File: src/rtl/seven_seg_scanner.sv
// Time-multiplexed common-anode seven-segment scanner with a frame-aligned digit update path.
// Optional leading-zero blanking is built when the SEG_LZB_EN macro is defined.
module seven_seg_scanner #(
    parameter int NUM_DIGITS = 4,
    parameter int DIGIT_CYC  = 50000,
    parameter int GUARD_CYC  = 16
) (
    input  logic                    clk,
    input  logic                    rst,
    input  logic                    enable,
    input  logic                    upd_valid,
    input  logic [4*NUM_DIGITS-1:0] upd_data,
    output logic                    upd_ready,
    output logic                    upd_done,
    output logic [3:0]              cntr,
    output logic [NUM_DIGITS-1:0]   anode,
    output logic                    frame_tick,
    output logic                    dbg_state
);

    localparam int MAX_CYC = (DIGIT_CYC > GUARD_CYC) ? DIGIT_CYC : GUARD_CYC;
    localparam int PCNT_W  = (MAX_CYC > 1) ? $clog2(MAX_CYC) : 1;
    localparam int IDX_W   = $clog2(NUM_DIGITS);
    localparam int DW      = 4 * NUM_DIGITS;

    localparam logic [PCNT_W-1:0] GUARD_LAST = PCNT_W'(GUARD_CYC - 1);
    localparam logic [PCNT_W-1:0] DIGIT_LAST = PCNT_W'(DIGIT_CYC - 1);
    localparam logic [IDX_W-1:0]  IDX_LAST   = IDX_W'(NUM_DIGITS - 1);

    typedef enum logic {
        ST_GUARD = 1'b0,
        ST_SHOW  = 1'b1
    } state_t;

    state_t                  state_q, state_d;
    logic [PCNT_W-1:0]       pcnt_q, pcnt_d;
    logic [IDX_W-1:0]        idx_q, idx_d;
    logic [DW-1:0]           shadow_q, shadow_d;
    logic [DW-1:0]           disp_q, disp_d;
    logic                    pending_q, pending_d;
    logic                    upd_ready_q, upd_ready_d;
    logic                    upd_done_q, upd_done_d;
    logic                    frame_tick_q, frame_tick_d;
    logic [3:0]              cntr_q, cntr_d;
    logic [NUM_DIGITS-1:0]   anode_q, anode_d;

    logic                    boundary;
    logic                    commit;
    logic                    accept;
`ifdef SEG_LZB_EN
    logic [NUM_DIGITS-1:0]   lead_zero;
`endif

    // Scan sequencer: GUARD (dark) then SHOW for each digit; disable parks it at GUARD of digit 0.
    always_comb begin
        state_d  = state_q;
        pcnt_d   = pcnt_q;
        idx_d    = idx_q;
        boundary = 1'b0;
        if (!enable) begin
            state_d = ST_GUARD;
            pcnt_d  = '0;
            idx_d   = '0;
        end else begin
            case (state_q)
                ST_GUARD: begin
                    if (pcnt_q == GUARD_LAST) begin
                        state_d = ST_SHOW;
                        pcnt_d  = '0;
                    end else begin
                        pcnt_d = pcnt_q + 1'b1;
                    end
                end
                ST_SHOW: begin
                    if (pcnt_q == DIGIT_LAST) begin
                        state_d = ST_GUARD;
                        pcnt_d  = '0;
                        if (idx_q == IDX_LAST) begin
                            idx_d    = '0;
                            boundary = 1'b1;
                        end else begin
                            idx_d = idx_q + 1'b1;
                        end
                    end else begin
                        pcnt_d = pcnt_q + 1'b1;
                    end
                end
                default: begin
                    state_d = ST_GUARD;
                    pcnt_d  = '0;
                    idx_d   = '0;
                end
            endcase
        end
    end

    // Handshake: a transfer happens on a cycle with upd_valid && upd_ready; the source holds
    // valid and data stable until then. Ready stays low while an update waits for a frame
    // boundary and for the cycle that reports its commit, so accept and commit never overlap.
    always_comb begin
        accept      = upd_valid && upd_ready_q;
        commit      = pending_q && (boundary || !enable);
        shadow_d    = accept ? upd_data : shadow_q;
        disp_d      = commit ? shadow_q : disp_q;
        pending_d   = accept ? 1'b1 : (commit ? 1'b0 : pending_q);
        upd_ready_d = !pending_d && !commit;
        upd_done_d  = commit;
        frame_tick_d = boundary;
    end

`ifdef SEG_LZB_EN
    always_comb begin
        lead_zero = '0;
        lead_zero[NUM_DIGITS-1] = (disp_d[DW-1 -: 4] == 4'h0);
        for (int i = NUM_DIGITS - 2; i >= 0; i--) begin
            lead_zero[i] = lead_zero[i+1] && (disp_d[4*i +: 4] == 4'h0);
        end
    end
`endif

    // Outputs are computed from the next-state values so they flip on the same edge as state/idx.
    always_comb begin
        anode_d = '1;
        cntr_d  = 4'hF;
        if (state_d == ST_SHOW) begin
            anode_d[idx_d] = 1'b0;
            cntr_d         = disp_d[4*idx_d +: 4];
`ifdef SEG_LZB_EN
            if ((idx_d != '0) && lead_zero[idx_d]) begin
                cntr_d = 4'hF;
            end
`endif
        end
    end

    always_ff @(posedge clk) begin
        if (rst) begin
            state_q      <= ST_GUARD;
            pcnt_q       <= '0;
            idx_q        <= '0;
            shadow_q     <= '1;
            disp_q       <= '1;
            pending_q    <= 1'b0;
            upd_ready_q  <= 1'b1;
            upd_done_q   <= 1'b0;
            frame_tick_q <= 1'b0;
            cntr_q       <= 4'hF;
            anode_q      <= '1;
        end else begin
            state_q      <= state_d;
            pcnt_q       <= pcnt_d;
            idx_q        <= idx_d;
            shadow_q     <= shadow_d;
            disp_q       <= disp_d;
            pending_q    <= pending_d;
            upd_ready_q  <= upd_ready_d;
            upd_done_q   <= upd_done_d;
            frame_tick_q <= frame_tick_d;
            cntr_q       <= cntr_d;
            anode_q      <= anode_d;
        end
    end

    assign upd_ready  = upd_ready_q;
    assign upd_done   = upd_done_q;
    assign frame_tick = frame_tick_q;
    assign cntr       = cntr_q;
    assign anode      = anode_q;
    assign dbg_state  = (state_q == ST_SHOW);

endmodule

File: config.mk
export PLATFORM = sky130hd
export DESIGN_NAME = seven_seg_scanner
export DESIGN_NICKNAME = d
export VERILOG_FILES = /design/src/rtl/seven_seg_scanner.sv
export SDC_FILE = /design/constraint.sdc
export NUM_CORES = 1
export LEC_CHECK = 0
export ABC_CLOCK_PERIOD_IN_PS = 2700
export BUFFER_PORTS_ARGS = -buffer_cell sky130_fd_sc_hd__buf_4
export CORE_MARGIN = 3
export CORE_UTILIZATION = 50
export CTS_CLUSTER_DIAMETER = 120
export CTS_CLUSTER_SIZE = 12
export DETAILED_ROUTE_END_ITERATION = 7
export PLACE_DENSITY_LB_ADDON = 0.12
export SYNTH_ARGS = -nofsm -noshare
export SYNTH_HDL_FRONTEND = slang
export SYNTH_SLANG_ARGS = --single-unit
File: constraint.sdc
create_clock -name clk -period 2.7 [get_ports clk]
set_input_delay 0.405 -clock clk [delete_from_list [all_inputs] [get_ports clk]]
set_output_delay 0.405 -clock clk [all_outputs]
set_load 0.05 [all_outputs]
# Yosys cells after proc, flatten, opt, wreduce, memory -nomap -nowiden
# Index checks and enable logic that the tools add are counted.
totals:
  inputBits: 20
  reg_bits: 63
op_classes:
  magnitude_cmp: 2
  n_eq_ne: 3
  muxes: 20
  shift: 1
  add_sub_neg: 2
  bitwise: 4
  reduce_logical: 10
op_table:
  columns: ["operator", "n"]
  rows:
  - ["two-way mux 16 bit", 3]
  - ["case mux 16 bit (2 select lines)", 1]
  - ["adder 16 x 1 -> 16 bit, second input constant", 1]
  - ["== test 16 bit, second input constant", 1]
  - ["== test 16 x 4 -> 1 bit, second input constant", 1]
  - ["indexed part select 16 x 5 -> 4 bit", 1]
  - ["two-way mux 1 bit", 10]
  - ["two-way mux 2 bit", 4]
  - ["logical AND 1 bit", 4]
  - ["inverter 4 bit", 1]
  - ["OR reduction 2 bit", 2]
  - ["zero test 1 bit", 3]
  - ["less-than comparator 2 x 3 -> 1 bit, second input constant", 1]
  - ["inverter 1 bit", 3]
  - ["adder 2 x 1 -> 2 bit, second input constant", 1]
  - ["demux 1 bit (select 2 bit)", 1]
  - ["== test 2 bit, second input constant", 1]
  - [">= comparator 2 x 1 -> 1 bit, second input constant", 1]
  - ["case mux 1 bit (2 select lines)", 1]
  - ["logical OR 1 bit", 1]

# Logic depth before layout (Yosys ltp)
# Gate-level depths: netlist of the first run.
logic_depth:
  depth_word: 11
  depth_mapped: 10
  ltp_nobuf: 7

# Worst setup path before layout of the first run
# OpenSTA, ideal clock, no wires.
synth_timing:
  path_type: "register to register"
  start: "register pcnt_q[0]"
  end: "register cntr_q[3] (netlist: cntr[3])"
  period_less_slack_ns: 2.225
  t_arrival_ns: 2.098
  n_path_buf: 3
  path_stages_with_launch: 11
  slack_ns: 0.475
  path_cell_list: "dfxtp_1 ha_1 and3_1 and3_1 buf_6 a41oi_2 buf_6 buf_12 mux2i_1 o22ai_1 or3_1"
synth_between:
  elab_chain_cells: 8
  word_cells_on_any_way: 18
synth_lines:
  columns: ["item", "line_no", "text"]
  rows:
  - ["start, declared", "36", "logic [PCNT_W-1:0] pcnt_q, pcnt_d;"]
  - ["start signal, assigned", "151", "pcnt_q <= pcnt_d;"]
  - ["== test 16 bit", "75", "if (pcnt_q == DIGIT_LAST) begin"]
  - ["two-way mux 1 bit", "75", null]
  - ["two-way mux 1 bit", "65", "case (state_q)"]
  - ["two-way mux 1 bit", "60", "if (!enable) begin"]
  - ["logical OR 1 bit", "102", "commit = pending_q && (boundary || !enable);"]
  - ["logical AND 1 bit", "102", null]
  - ["two-way mux 16 bit", "104", "disp_d = commit ? shadow_q : disp_q;"]
  - ["indexed part select 16 x 5 -> 4 bit", "127", "cntr_d = disp_d[4*idx_d +: 4];"]
  - ["end signal, assigned", "159", "cntr_q <= cntr_d;"]
  - ["end, declared", "44", "logic [3:0] cntr_q, cntr_d;"]
# Parallel ways exist; a longest one is shown, timed or not.
# A chain may end at the register's enable or synchronous reset.

# Final worst setup path of the first run
layout_timing:
  start: "register pcnt_q[0]"
  end: "register cntr_q[0] (netlist: cntr[0])"
# The elaborated chain is that of the path after synthesis.

==> results of run 1 <==
==> cells by family after synthesis <==
| group | Yosys count | synth area share, % |
|---|---|---|
| fa+ha+maj | 2 | 0.978 |
| mux | 19 | 7.48 |
| xor+xnor | 14 | 4.79 |
| compound gates | 33 | 9.98 |
| simple gates | 111 | 23.4 |
| buf+inv | 18 | 4.06 |
| flops | 63 | 49.3 |
==> layout by cell type, fill, tap and decap left out, types with 2 or more instances in the layout <==
cell type	instances
dfxtp_1	63
nor2_1	34
buf_4	33
and3_1	19
mux2i_1	18
a211o_1	16
nand2b_1	13
nand3_1	11
clkbuf_8	10
nand2_1	9
xnor2_1	9
nor3_1	5
xor2_1	5
or2b_1	5
inv_1	4
o22ai_1	4
o21ai_0	4
or3_1	4
nand4_1	3
nor2b_1	3
a21oi_1	3
ha_1	2
clkinv_2	2
bufinv_16	2
==> power by group <==
group | switching, mW | internal, mW | total (mW)
clock network | 0.344 | 0.537 | 0.881
logic | 0.0639 | 0.0639 | 0.128
registers | 0.0161 | 0.961 | 0.977
total | 0.424 | 1.56 | 1.99
==> stage by stage <==
stage,util (%),area (um^2),cells
after global placement,58.2,2820,347
after floorplan,-,2560,260
after detailed placement,58.2,2820,347
after global routing,62.6,3030,362
final,62.6,3030,362
after CTS,62.6,3030,362
==> worst max-delay path: cells and delay by family, from the launching register on <==
kind / cells / cell delay, ns
buffers and inverters: 1 / 0.20
flip-flops: 1 / 0.33
AND/OR/NAND/NOR: 3 / 0.86
adder cells (fa/ha/maj): 1 / 0.22
AO/OA/AOI/OAI: 2 / 0.41
multiplexers: 1 / 0.27
==> sequential cells by signal, indices dropped and copies added (netlist names) <==
register / flops
upd_ready: 1
dbg_state: 1
shadow_q: 16
upd_done: 1
idx_q: 2
disp_q: 16
anode: 4
pcnt_q: 16
frame_tick: 1
cntr: 4
pending_q: 1
==> area by class of cell <==
class	count	area, um^2
clock inverters	4	70.1
well taps	67	83.8
inverters	4	15.0
multi-input cells	179	1190
repair buffers	34	268
clock buffers	11	141
fillers	439	1820
flip-flops and latches	63	1260
==> layer usage <==
layer,global-route usage (%),vias up,routed length (um)
li1,-,974,-
met1,24.8,896,2540
met2,25.2,44,2070
met3,3.60,11,213
met4,12.3,0,132
met5,0,-,0
==> worst min path at each step <==
| stage | to | slack (ns) | depth (start not counted) |
|---|---|---|---|
| 2_1_floorplan | pcnt_q[0] | 0.41 | 1 |
| 3_3_place_gp | pcnt_q[0] | 0.42 | 1 |
| 3_5_place_dp | pcnt_q[0] | 0.44 | 1 |
| 4_1_cts | shadow_q[12] | 0.37 | 3 |
| 5_1_grt | shadow_q[9] | 0.39 | 3 |
| 6_report | shadow_q[12] | 0.38 | 3 |
==> key figures, run 1 <==
Yosys
  – Cell with the most instances after synthesis: dfxtp_1
  – Post-synth top cells: dfxtp_1 (63), nor2_1 (34), and3_1 (19)
  – Syn_nets: 282
  – Synth area leaders: dfxtp_1 (49%), mux2i_1 (7.0%), a211o_1 (5.5%)
  – Post-synth EDFFs: 0
  – Syn Std Cell Area: ~2600 um^2
  – Register bit total from synthesis: 63
  – Synthesis Warnings: 0
  – Area share of the largest cell type after synthesis: 49.3%
  – Post-synthesis cell count: between 200 and 300
  – Yosys top cell by area: dfxtp_1
  – Asr flop ratio synth: 0%
  – Register area share after synthesis: ~49%
  – Top_reg_cell synth: dfxtp_1
  – Synth unique cells: 37
  – Syn Area/Cell: 9.84 um^2

STA
  – Slew HR: about three fifths
  – Worst-Margin Slew: 0.583 ns
  – Fin. max-slew vios: 0
  – Worst hold slack: between 0.3 and 0.4 ns
  – Max Freq: ~410 MHz
  – Fin Setup TNS: 0 ns
  – Worst Clk Skew: approximately 0.0074 ns
  – RSZ-0062 raised after global routing: false
  – Final hold violation count: 0
  – Final min period: between 2 and 2.5 ns
  – Post-route setup slack: between 0.2 and 0.3 ns
  – Final period util: about 90%
  – Finish-stage setup viols: 0

Setup path
  – Startpoint types: flop
  – CP most frequent cell: and3_1
  – Required time of the critical path: ~3 ns
  – Critical path's largest stage delay: roughly 0.35 ns
  – Crit Path Category: reg -> reg
  – CP Capture Type: flop
  – Critical R2R Launch: pcnt_q[0]
  – Worst flop-to-flop path endpoint: cntr[0]
  – Crit path to: cntr[0]
  – Worst path slowest cell: or3_1
  – Worst-path cell chain: ha_1, and3_1, and3_1, a41oi_2, buf_12, mux2i_1, o22ai_1, or3_1
  – R2R Setup Slk: 0.29 ns
  – Crit path from: pcnt_q[0]
  – Reg2Reg Depth: 8
  – Max FO, Critical Path: 17
  – Crit path DAT: between 2 and 3 ns

Outcome
  – Outcome: finished clean

Clock tree
  – Num CTS Buffers: 9
  – Worst-skew pair later-pin latency: around 0.33 ns
  – CTS Buffer Depth: 2
  – # Post-CTS Setup Buffers: 0
  – CTS tree: done
  – Clock net sink count: 63
  – H-Tree Level Count: 3
  – Clock slew at reported path FFs: 0.07 ns
  – Root Driver: clkbuf_8
  – Post-CTS Resized: 0
  – Hold_buf cts: 0

Run
  – Max-cap violations: 0

Drt
  – Pre-Repair DR Iteration Count: 4
  – Remaining antenna violation count after routing: 0
  – DRC viols: 0
  – Initial DRC Count: 91
  – Routed length per placed instance: around 14 um
  – Via count: ~1900
  – Routed wire length: 4950 um
  – Drt via density: around 5.3

Placement
  – Port bufs: 31
  – Post-Place Setup Slack: 0.316 ns
  – Final Wtd Congestion: 0.793
  – HPWL Detailed: ~3400 um

Pwr
  – Final Power: ~2.0 mW
  – PD cells: approximately 650 nW/um^2
  – Leak pwr: approximately 1.3 nW
  – Worst vdd ir: around 0.33 mV

Floorplanning
  – Die Ht: 77.5 um
  – IO Pins: 32
  – Initial Utilization: a little over half
  – Die area: approximately 6000 um^2
  – Core area: roughly 4800 um^2
  – Row cnt: 25
  – Die width: between 70 and 80 um

GRT
  – Vias in the first global route: about 1800
  – Overall routing resource usage: between 10% and 20%
  – Initial antenna violation count: 0
  – Pin count of the biggest net entering global routing: 36
  – Grt total ovfl: 0
  – First-pass GRT wire length: roughly 8400 um

Worst hold path
  – Min-delay worst type: in -> reg
  – Hold Startpoint: upd_data[12]

Layout
  – Area growth syn-to-layout: 18.5%
  – Net count reported at finish: around 310
  – # diodes: 0
  – Share of layout cells above drive strength 1: 17.6%
No activity file was read; power rests on OpenSTA's default activity.
==> run 2, diff against run 1 <==
==> constraint.sdc (replaced) <==
create_clock -name clk -period 2.7 [get_ports clk]
set_input_delay 0.54 -clock clk [delete_from_list [all_inputs] [get_ports clk]]
set_output_delay 0.54 -clock clk [all_outputs]
set_load 0.05 [all_outputs]
==> run 2 against run 1 <==
Effect of this change:
- combinational power decreased by 3%
- routed wire length decreased by 2.1%
- largest power group unchanged
- first-iteration DRC count decreased by 23%
- maximum frequency increased by 0.79%
- core utilization decreased by 0.98 points
- critical path type unchanged
==> key figures, run 2 (synthesis gave the netlist of run 1 again) <==
Pwr
  – Share of total power in the clock network: 38.7% (was 44.4%)
  – PD cells: 603 nW/um^2 (was 655 nW/um^2)
  – Internal power component: 1.40 mW (was 1.56 mW)
  – Worst vdd ir: 0.328 mV (was 0.335 mV)
  – Seq pwr share: 54.4% (was 49.2%)
  – P_sw: 404 uW (was 424 uW)
  – Leak pwr: 1.29 nW (was 1.31 nW)
  – Combinational power share: 6.9% (was 6.4%)
  – Switching fraction of total power: 22.4% (was 21.4%)

Setup path
  – Critical path's largest stage delay: 0.35 ns (about the same)
  – CP most frequent cell: and3_1 (unchanged)
  – Worst path slowest cell: or3_1 (unchanged)
  – CP Capture Type: flop (unchanged)
  – Worst-path cell chain: ha_1, and3_1, and3_1, a41oi_2, buf_12, mux2i_1, o22ai_1, or3_1 (unchanged)
  – Startpoint types: flop (unchanged)
  – Max FO, Critical Path: 17 (unchanged)
  – Required time of the critical path: 2.92 ns (about the same)
  – Crit Path Category: reg -> reg (unchanged)
  – Crit path DAT: 2.62 ns (was 2.63 ns)

Layout
  – # diodes: 0 (unchanged)
  – Top Registers: disp_q x16, pcnt_q x16, shadow_q x16 (unchanged)
  – Most frequent cells in the layout: dfxtp_1 (63), nor2_1 (34), buf_4 (33) (unchanged)
  – Commonest non-fill, non-tap cell in the layout: dfxtp_1 (unchanged)
  – Area growth syn-to-layout: 16.7% (was 18.5%)
  – Share of layout cells above drive strength 1: 17.0% (was 17.6%)
  – Net count reported at finish: 313 (unchanged)
  – Final std cells w/o fill: 361 (was 362)

Clock tree
  – Root Driver: clkbuf_8 (unchanged)
  – Hold_buf cts: 0 (unchanged)
  – Clock net sink count: 63 (unchanged)
  – CTS Buffer Depth: 2 (unchanged)
  – Num CTS Buffers: 9 (unchanged)
  – CTS tree: done (unchanged)
  – H-Tree Level Count: 3 (unchanged)
  – # Post-CTS Setup Buffers: 0 (unchanged)
  – Post-CTS Resized: 0 (unchanged)
  – Worst-skew pair later-pin latency: 0.34 ns (was 0.33 ns)
  – Clock slew at reported path FFs: 0.07 ns (about the same)

STA
  – Final hold violation count: 0 (unchanged)
  – Worst Clk Skew: 0.00775 ns (was 0.00744 ns)
  – Fin. max-slew vios: 0 (unchanged)
  – Worst-Margin Slew: 0.577 ns (was 0.583 ns)
  – RSZ-0062 raised after global routing: false (unchanged)
  – Final min period: 2.39 ns (was 2.41 ns)
  – Max Freq: 418 MHz (was 415 MHz)
  – Fin Setup TNS: 0 ns (unchanged)
  – Final period util: 88.6% (was 89.3%)
  – Finish-stage setup viols: 0 (unchanged)
  – Slew HR: 61.4% (was 61.0%)

Floorplanning
  – Die area: 6010 um^2 (unchanged)
  – Die Ht: 77.5 um (unchanged)
  – Row cnt: 25 (unchanged)
  – Initial Utilization: 52.8% (unchanged)
  – Die width: 77.5 um (unchanged)
  – Core area: 4850 um^2 (unchanged)
  – IO Pins: 32 (unchanged)

Drt
  – Routed wire length: 4850 um (was 4950 um)
  – Routed wl met2: 2080 um (was 2070 um)
  – Wire length on met3: 206 um (was 213 um)
  – DRC viols: 0 (unchanged)
  – Via count: 1909 (was 1925)
  – Initial DRC Count: 70 (was 91)
  – Routed length per placed instance: 13.4 um (was 13.7 um)
  – WL met1: 2480 um (was 2540 um)
  – Pre-Repair DR Iteration Count: 4 (unchanged)
  – Drt via density: 5.29 (was 5.32)
  – Top Layer Used: met4 (unchanged)
  – Remaining antenna violation count after routing: 0 (unchanged)

Run
  – Max-cap violations: 0 (unchanged)

Placement
  – HPWL Detailed: 3370 um (was 3390 um)
  – Port bufs: 31 (unchanged)
  – Final Wtd Congestion: 0.797 (was 0.793)
  – Placed cell count: 347 (unchanged)

Outcome
  – Outcome: finished clean (unchanged)

GRT
  – Pin count of the biggest net entering global routing: 36 (unchanged)
  – Overall routing resource usage: 18.1% (was 18.0%)
  – Grt total ovfl: 0 (unchanged)
  – Vias in the first global route: 1779 (was 1799)
  – First-pass GRT wire length: 8460 um (was 8380 um)
  – Initial antenna violation count: 0 (unchanged)

Worst hold path
  – Min-delay worst type: reg -> reg (was in -> reg)
-- run 2: changes by cell type in the layout (fill, tap and decap cells not counted), sizes merged --
cell | previous run | this run
bufinv | 2 | 0
clkbuf | 11 | 13
clkinv | 2 | 1
-- run 2: layout make-up --
type / instances / area (um^2)
fill: 432 / 1860
timing repair buffer: 34 / 268
clock buffer: 13 / 159
clock inverter: 1 / 5.00
inverter: 4 / 15.0
sequential: 63 / 1260
tap: 67 / 83.8
multi-input combinational: 179 / 1190
-- run 2: final timing paths --
check / endpoint / startpoint / slack, ns / depth (start not counted)
max: cntr[0] / pcnt_q[0] / 0.31 / 8
min reg2reg: pcnt_q[0] / pcnt_q[0] / 0.45 / 1
min: pcnt_q[0] / pcnt_q[0] / 0.45 / 1
max reg2reg: cntr[0] / pcnt_q[0] / 0.31 / 8
-- run 2: per-stage QoR --
stage / instance area [um^2] / setup WS, ns / hold slack (ns) / util (%) / total power, mW
3_5_place_dp: 2820 / 0.305 / 0.434 / 58.2 / 1.13
3_3_place_gp: 2820 / 0.337 / 0.422 / 58.2 / 1.13
5_1_grt: 2990 / 0.152 / 0.467 / 61.6 / 1.88
6_report: 2990 / 0.309 / 0.446 / 61.6 / 1.80
4_1_cts: 2990 / 0.296 / 0.449 / 61.6 / 1.83
2_1_floorplan: 2560 / 0.475 / 0.413 / - / 1.08
-- run 2: metal layers --
metal	GRT usage, %	vias up
li1	-	979
met3	3.94	11
met2	25.6	35
met5	0	-
met4	12.1	0
met1	24.5	884
-- run 2: power by group through the flow --
stage	logic, mW	clock network, mW	registers (mW)
5_1_grt	0.139	0.755	0.983
3_3_place_gp	0.125	0	1.00
4_1_cts	0.127	0.721	0.980
3_5_place_dp	0.126	0	1.00
6_report	0.124	0.697	0.980
2_1_floorplan	0.0798	0	1.00
-- run 2: worst max-delay path: cells and delay by family (launching register included) --
family	cells	cell delay (ns)
adder cells (fa/ha/maj)	1	0.22
AND/OR/NAND/NOR	3	0.84
flip-flops	1	0.32
AO/OA/AOI/OAI	2	0.41
multiplexers	1	0.27
buffers and inverters	1	0.20
